<file path="config.mk">
export PLATFORM = sky130hd
export DESIGN_NAME = imem_loader_ctrl
export DESIGN_NICKNAME = d
export VERILOG_FILES = /design/src/rtl/imem_loader_ctrl.sv
export SDC_FILE = /design/constraint.sdc
export NUM_CORES = 1
export LEC_CHECK = 0
export ABC_CLOCK_PERIOD_IN_PS = 1700
export CELL_PAD_IN_SITES_DETAIL_PLACEMENT = 1
export CELL_PAD_IN_SITES_GLOBAL_PLACEMENT = 1
export CORE_MARGIN = 2
export CORE_UTILIZATION = 25
export DETAILED_ROUTE_END_ITERATION = 8
export PLACE_DENSITY = 0.8
export SLEW_MARGIN = 20
export SYNTH_ARGS = -nofsm -noshare
export SYNTH_HDL_FRONTEND = slang
export SYNTH_SLANG_ARGS = --single-unit
</file>
<file path="constraint.sdc">
create_clock -name clk -period 1.7 [get_ports clk]
set_input_delay 0.17 -clock clk [delete_from_list [all_inputs] [get_ports clk]]
set_output_delay 0.17 -clock clk [all_outputs]
set_load 0.02 [all_outputs]
</file>
<file path="src/rtl/imem_loader_ctrl.sv">
// Instruction-memory port owner: assembles UART bytes into words for program load, then hands the port to fetch.
// Optional XOR checksum of written words is built when IMEM_CHECKSUM_EN is defined.
module imem_loader_ctrl #(
    parameter int                ADDR_W    = 6,
    parameter int                DATA_W    = 32,
    parameter logic [DATA_W-1:0] HALT_WORD = 32'hFFFF_FFFF
) (
    input  logic                clk,
    input  logic                reset,
    input  logic                i_load_req,
    input  logic                i_run,
    input  logic [7:0]          i_rx_data,
    input  logic                i_rx_valid,
    input  logic [ADDR_W-1:0]   i_fetch_addr,
    input  logic [DATA_W-1:0]   i_mem_rdata,
    output logic [ADDR_W-1:0]   o_mem_addr,
    output logic [DATA_W-1:0]   o_mem_wdata,
    output logic                o_mem_we,
    output logic [DATA_W-1:0]   o_fetch_instr,
    output logic                o_fetch_stall,
    output logic                o_loaded,
    output logic [ADDR_W:0]     o_word_count,
    output logic                o_overflow,
    output logic [DATA_W-1:0]   o_checksum
);

    // state | meaning
    // IDLE  | after reset, waiting for a load request
    // LOAD  | collecting bytes into the word register
    // WRITE | one-cycle write of the assembled word
    // READY | program loaded, waiting for run
    // RUN   | fetch owns the memory port
    typedef enum logic [2:0] {IDLE, LOAD, WRITE, READY, RUN} state_t;

    localparam logic [ADDR_W-1:0] LAST_SLOT = '1;

    state_t              state;
    logic [ADDR_W-1:0]   ptr;
    logic [1:0]          byte_idx;
    logic [DATA_W-1:0]   word;
    logic                start_load;

    assign start_load = i_load_req && (state == IDLE || state == READY || state == RUN);

    always_ff @(posedge clk) begin
        if (reset) begin
            state        <= IDLE;
            ptr          <= '0;
            byte_idx     <= '0;
            word         <= '0;
            o_word_count <= '0;
            o_overflow   <= 1'b0;
        end else if (start_load) begin
            state        <= LOAD;
            ptr          <= '0;
            byte_idx     <= '0;
            word         <= '0;
            o_word_count <= '0;
            o_overflow   <= 1'b0;
        end else begin
            case (state)
                LOAD: begin
                    if (i_rx_valid) begin
                        word <= {word[DATA_W-9:0], i_rx_data};
                        if (byte_idx == 2'd3) begin
                            byte_idx <= '0;
                            state    <= WRITE;
                        end else begin
                            byte_idx <= byte_idx + 2'd1;
                        end
                    end
                end
                WRITE: begin
                    o_word_count <= o_word_count + 1'b1;
                    // The pointer saturates on the last slot instead of wrapping to 0.
                    if (ptr != LAST_SLOT)
                        ptr <= ptr + 1'b1;
                    if (word == HALT_WORD) begin
                        state <= READY;
                    end else if (ptr == LAST_SLOT) begin
                        state      <= READY;
                        o_overflow <= 1'b1;
                    end else begin
                        state <= LOAD;
                    end
                end
                READY: begin
                    if (i_run)
                        state <= RUN;
                end
                default: ;
            endcase
        end
    end

`ifdef IMEM_CHECKSUM_EN
    always_ff @(posedge clk) begin
        if (reset || start_load)
            o_checksum <= '0;
        else if (state == WRITE)
            o_checksum <= o_checksum ^ word;
    end
`else
    assign o_checksum = '0;
`endif

    // Port outputs decode straight from the state flop; only the address mux sees i_fetch_addr.
    assign o_mem_we      = (state == WRITE);
    assign o_mem_wdata   = word;
    assign o_mem_addr    = (state == RUN) ? i_fetch_addr : ptr;
    assign o_fetch_instr = (state == RUN) ? i_mem_rdata : '0;
    assign o_fetch_stall = (state != RUN);
    assign o_loaded      = (state == READY) || (state == RUN);

endmodule

</file>
# Word-level counts from Yosys, hierarchy flattened

Cells that the tools add are included.

$add $sub $neg: 3
Equal/unequal tests: 15
Multiplexer cells: 10
Bitwise operators: 1
Reductions and logical operators: 13

Operators with widths:

| cell                                                             | count |
|---|---|
| 32-bit == test (second input constant)                           | 1 |
| 32-bit 2-to-1 mux                                                | 1 |
| 3-bit != test (second input constant)                            | 4 |
| 3-bit 2-to-1 mux                                                 | 3 |
| 3-bit case mux with 3 select lines                               | 1 |
| 4-bit AND reduction                                              | 2 |
| 7-bit by 1-bit adder with 7-bit output (second input constant)   | 1 |
| 6-bit by 1-bit adder with 6-bit output (second input constant)   | 1 |
| 3-bit by 2-bit == test with 1-bit output (second input constant) | 2 |
| 6-bit == test (second input constant)                            | 1 |
| 2-bit 2-to-1 mux                                                 | 3 |
| 6-bit 2-to-1 mux                                                 | 1 |
| 2-bit != test (second input constant)                            | 3 |
| 6-bit != test (second input constant)                            | 1 |
| 2-bit AND reduction                                              | 2 |
| 4-bit nonzero test                                               | 1 |
| 3-bit by 1-bit == test with 1-bit output (second input constant) | 1 |
| 3-bit == test (second input constant)                            | 1 |
| 3-bit logical NOT                                                | 1 |
| 1-bit logical OR                                                 | 3 |
| 3-bit AND reduction                                              | 1 |
| 3-bit nonzero test                                               | 1 |
| 2-bit by 1-bit adder with 2-bit output (second input constant)   | 1 |
| 2-bit == test (second input constant)                            | 1 |
| 4 further kinds                                                  | 4 |

Flip-flop bits (word level): 51
Output and inout port bits: 113
Logic and storage cells: 49

# Logic depth before layout (Yosys ltp)

Gate-level depths: netlist of the first run.

Depth after elaboration: 6
Gate-level depth with buffers: 6

# Worst setup path after synthesis of the first run

No wires, ideal clock.

Kind: register to output
Start point: reg state[0]
End point: out o_mem_addr[0]
Arrival time: 1.353 ns
Data required time: 1.530 ns
Slack: 0.177 ns
Cell stages (with the launch flop): 6
Path through: dfxtp_1 > buf_2 > nand2b_1 > nor2_1 > buf_2 > mux2_2

Word-level cells in the longest chain between the ends: 2

RTL lines:

| item                   | RTL line | text |
|---|---|---|
| start, declared        | 37       | `state_t state;` |
| start signal, assigned | 47       | `state <= IDLE;` |
| start signal, assigned | 54       | `state <= LOAD;` |
| start signal, assigned | 67       | `state <= WRITE;` |
| 3-bit == test          | 110      | `assign o_mem_addr = (state == RUN) ? i_fetch_addr : ptr;` |
| 6-bit 2-to-1 mux       | 110      |  |
| end, declared          | 16       | `output logic [ADDR_W-1:0] o_mem_addr,` |

Every way passes these cells.

# Worst setup path in the final report of the first run

Start point: reg state[0]
End point: out o_mem_addr[4]

The elaborated chain is that of the path after synthesis.

==> flow_metrics.tcl, run 1 <==
set metrics [dict create \
    status "finished, violations left" \
    violations "setup timing" \
    rr_worst_depth 6 \
    gp_congestion 0.771 \
    track_usage_pct 14.8 \
    timing.rr.end "ptr[4]$_SDFFE_PP0P_" \
    hold_buffers 0 \
    post-route-period-util_pct 102 \
    cts-root-buf "clkbuf_8" \
    first_iter_violations 102 \
    worst_setup_path_endpoint "o_mem_addr[4]" \
    dp_hpwl_mm 6.55 \
    core_um2 10300 \
    yosysUniqueCellTypes 40 \
    whs_ns 0.414 \
    period_minus_slack_ns 1.73 \
    die_x_um 107 \
    final_cell_mix "90 x clkdlybuf4s50_1, 72 x nand2_1, 49 x dfxtp_1" \
    vias 2673 \
    grt_max_degree 35 \
    grt_overflow 0 \
    clock_sinks 51 \
    wl_mm 8.81 \
    dpl.cell_count 591 \
    rsz0062_at_grt "true" \
    antenna_found_initial 0 \
    wl_per_cell_um 14.5 \
    antennaDiodeCount 0 \
    ios 164 \
    viasPerCell 4.39 \
    fin_ws_ns -0.0338 \
    chipHeight_um 107 \
    routed.top_layer "met4" \
    pwr-share-clk_pct 32.9 \
    async_reset_ff_share_pct 0 \
    ys_seq_area_share_pct 38.7 \
    hp-class "input pin to flop" \
    grt_pass1_vias 2740 \
    first_pass_iters 4 \
    synth_edf_count 0 \
    cts_tree "built" \
    clkSlewWorstSetupHoldPaths_ns 0.10 \
    switchingPower_w 0.000613 \
    synth-warning-count 0 \
    worstSetupEndpointType "primary output" \
    finish.net_count 526 \
    met3WireLength_um 381 \
    worst-setup-path-type "flop to primary output" \
    crit_required_ns 1.53 \
    area_growth_pct 60.2 \
    die_area_um2 11400 \
    grt_pass1_wl_mm 13.9 \
    synth_cells 332 \
    insertion_delay_ns 0.30 \
    avgSynthCellArea_um2 7.95 \
    reg2reg_from "state[1]$_SDFFE_PP0P_" \
    report.final.hold_viol_count 0 \
    rows 37 \
    peakVddDrop_uv 264 \
    layout-drive-gt1-share_pct 20.3 \
    critPathLaunchType "flop" \
    arrival_ns 1.56 \
    maxSlewViolCount 0 \
    cp-startpoint "state[0]$_SDFFE_PP0P_" \
    numCtsBuffers 5 \
    finalSetupViolCount 4 \
    pwr-share-comb_pct 13.7 \
    p_per_area_nw_per_um2 537 \
    finalClockSkew_ns 0.00886 \
    leakage_nw 1.66 \
    cap_violations 0 \
    synth-seq-cells 51 \
    netlist_area_um2 2640 \
    fmax_mhz 577 \
    htreeDepth 2 \
    cts_max_path_buffers 2 \
    power.share.sequential_pct 53.3 \
    fin_cells 609 \
    postRouteAntennaNets 0 \
    dp_slack_ns -0.145 \
    post-route-drc-count 0 \
    layout_commonest_cell "clkdlybuf4s50_1" \
    p_sw_share_pct 27.0 \
    met2_wirelength_mm 4.62 \
    start_util_pct 25.7 \
    io_buffer_count 131 \
    worst-path-max-fanout 8 \
    r2r_slack_ns 0.05 \
    met1_length_mm 3.65 \
    p_int_w 0.00166 \
    ys.flop_type "dfxtp_1" \
]
[sequential cells by signal (all words and copies together), names as in the netlist]
register	cells
ptr	6
o_word_count	7
o_overflow	1
state	3
o_mem_wdata	32
byte_idx	2
[what timing repair did]
action | CTS | global route
pin swaps | 1 | 1
gates cloned | 1 | 0
gates resized for setup | 162 | 57
setup buffers | 3 | 6
setup endpoints to repair | 41 | 37
[critical path, cell delays in order, from the launching register on]
cell      delay, ns
dfxtp_2        0.33
nand2b_4       0.14
nor2_4         0.12
buf_12         0.14
buf_4          0.11
mux2_4         0.29
buf_6          0.13
[cells in the mapped netlist (5+ instances only)]
library cell | n | share of area, %
nor2_1 | 12 | 1.7
and2_1 | 32 | 7.6
buf_2 | 12 | 2.3
nand4_1 | 11 | 2.6
xor2_1 | 6 | 2.0
nor3_1 | 5 | 0.95
nand2_1 | 72 | 10
a21oi_1 | 38 | 7.2
nand3_1 | 7 | 1.3
dfxtp_1 | 51 | 39
inv_1 | 5 | 0.71
mux2_2 | 5 | 2.1
buf_4 | 35 | 10
[metal layers]
| metal | track usage (%) | up-vias |
|---|---|---|
| met5 | 0 | - |
| met4 | 3.62 | 0 |
| met3 | 2.25 | 12 |
| met2 | 26.9 | 78 |
| met1 | 18.3 | 1263 |
| li1 | - | 1320 |
[logic make-up after synthesis]
kind of cell	count (synthesis)	synth area share (%)
xor+xnor	7	2.32
mux	6	2.51
flops	51	38.7
other cells	1	0.142
buf+inv	58	14.4
fa+ha+maj	3	1.42
compound gates	52	11.2
simple gates	154	29.3
[worst min-delay path by stage]
| stage | from | endpoint | cells after the start |
|---|---|---|---|
| detailed placement | byte_idx[1]$_SDFFE_PP0P_ | byte_idx[1]$_SDFFE_PP0P_ | 2 |
| global placement | byte_idx[1]$_SDFFE_PP0P_ | byte_idx[1]$_SDFFE_PP0P_ | 2 |
| global route | i_rx_data[2] | o_mem_wdata[2]$_SDFFE_PP0P_ | 3 |
| CTS | i_rx_data[7] | o_mem_wdata[7]$_SDFFE_PP0P_ | 3 |
| finish | i_rx_data[4] | o_mem_wdata[4]$_SDFFE_PP0P_ | 3 |
| floorplan | reset | state[0]$_SDFFE_PP0P_ | 1 |
[power groups by stage]
stage | Clock, W | Sequential, W | Combinational [W]
after CTS | 0.000779 | 0.00121 | 0.000309
after global placement | 0 | 0.00124 | 0.000302
after floorplan | 0 | 0.00124 | 0.000195
after global routing | 0.000822 | 0.00121 | 0.000336
final | 0.000747 | 0.00121 | 0.000312
after detailed placement | 0 | 0.00124 | 0.000306
[through the flow]
step / util, % / setup TNS, ns / cell area, um2 / total power [W]
2_1_floorplan: - / 0 / 2760 / 0.00144
3_3_place_gp: 39.6 / -1.52 / 4070 / 0.00154
3_5_place_dp: 39.6 / -2.18 / 4070 / 0.00154
4_1_cts: 39.4 / -0.378 / 4050 / 0.00230
5_1_grt: 41.1 / -1.14 / 4230 / 0.00237
6_report: 41.1 / -0.120 / 4230 / 0.00227
[cell type report]
cell class / count / area (um2)
Multi-Input combinational cell: 254 / 1440
Clock inverter: 3 / 28.8
Inverter: 6 / 22.5
Clock buffer: 5 / 68.8
Tap cell: 136 / 170
Fill cell: 1236 / 6050
Sequential cell: 51 / 1020
Timing Repair Buffer: 154 / 1480
Power figures use the tool's default switching activity.
==> run 2, diff against run 1 <==
--- a/config.mk
+++ b/config.mk
@@ -10,6 +10,7 @@
 export CELL_PAD_IN_SITES_GLOBAL_PLACEMENT = 1
 export CORE_MARGIN = 2
 export CORE_UTILIZATION = 25
+export CTS_BUF_LIST = sky130_fd_sc_hd__clkbuf_8 sky130_fd_sc_hd__clkbuf_16
 export DETAILED_ROUTE_END_ITERATION = 8
 export PLACE_DENSITY = 0.8
 export SLEW_MARGIN = 20
==> results of run 2 <==
Same layout as run 1: the final DEF is identical, and so are final timing and power.
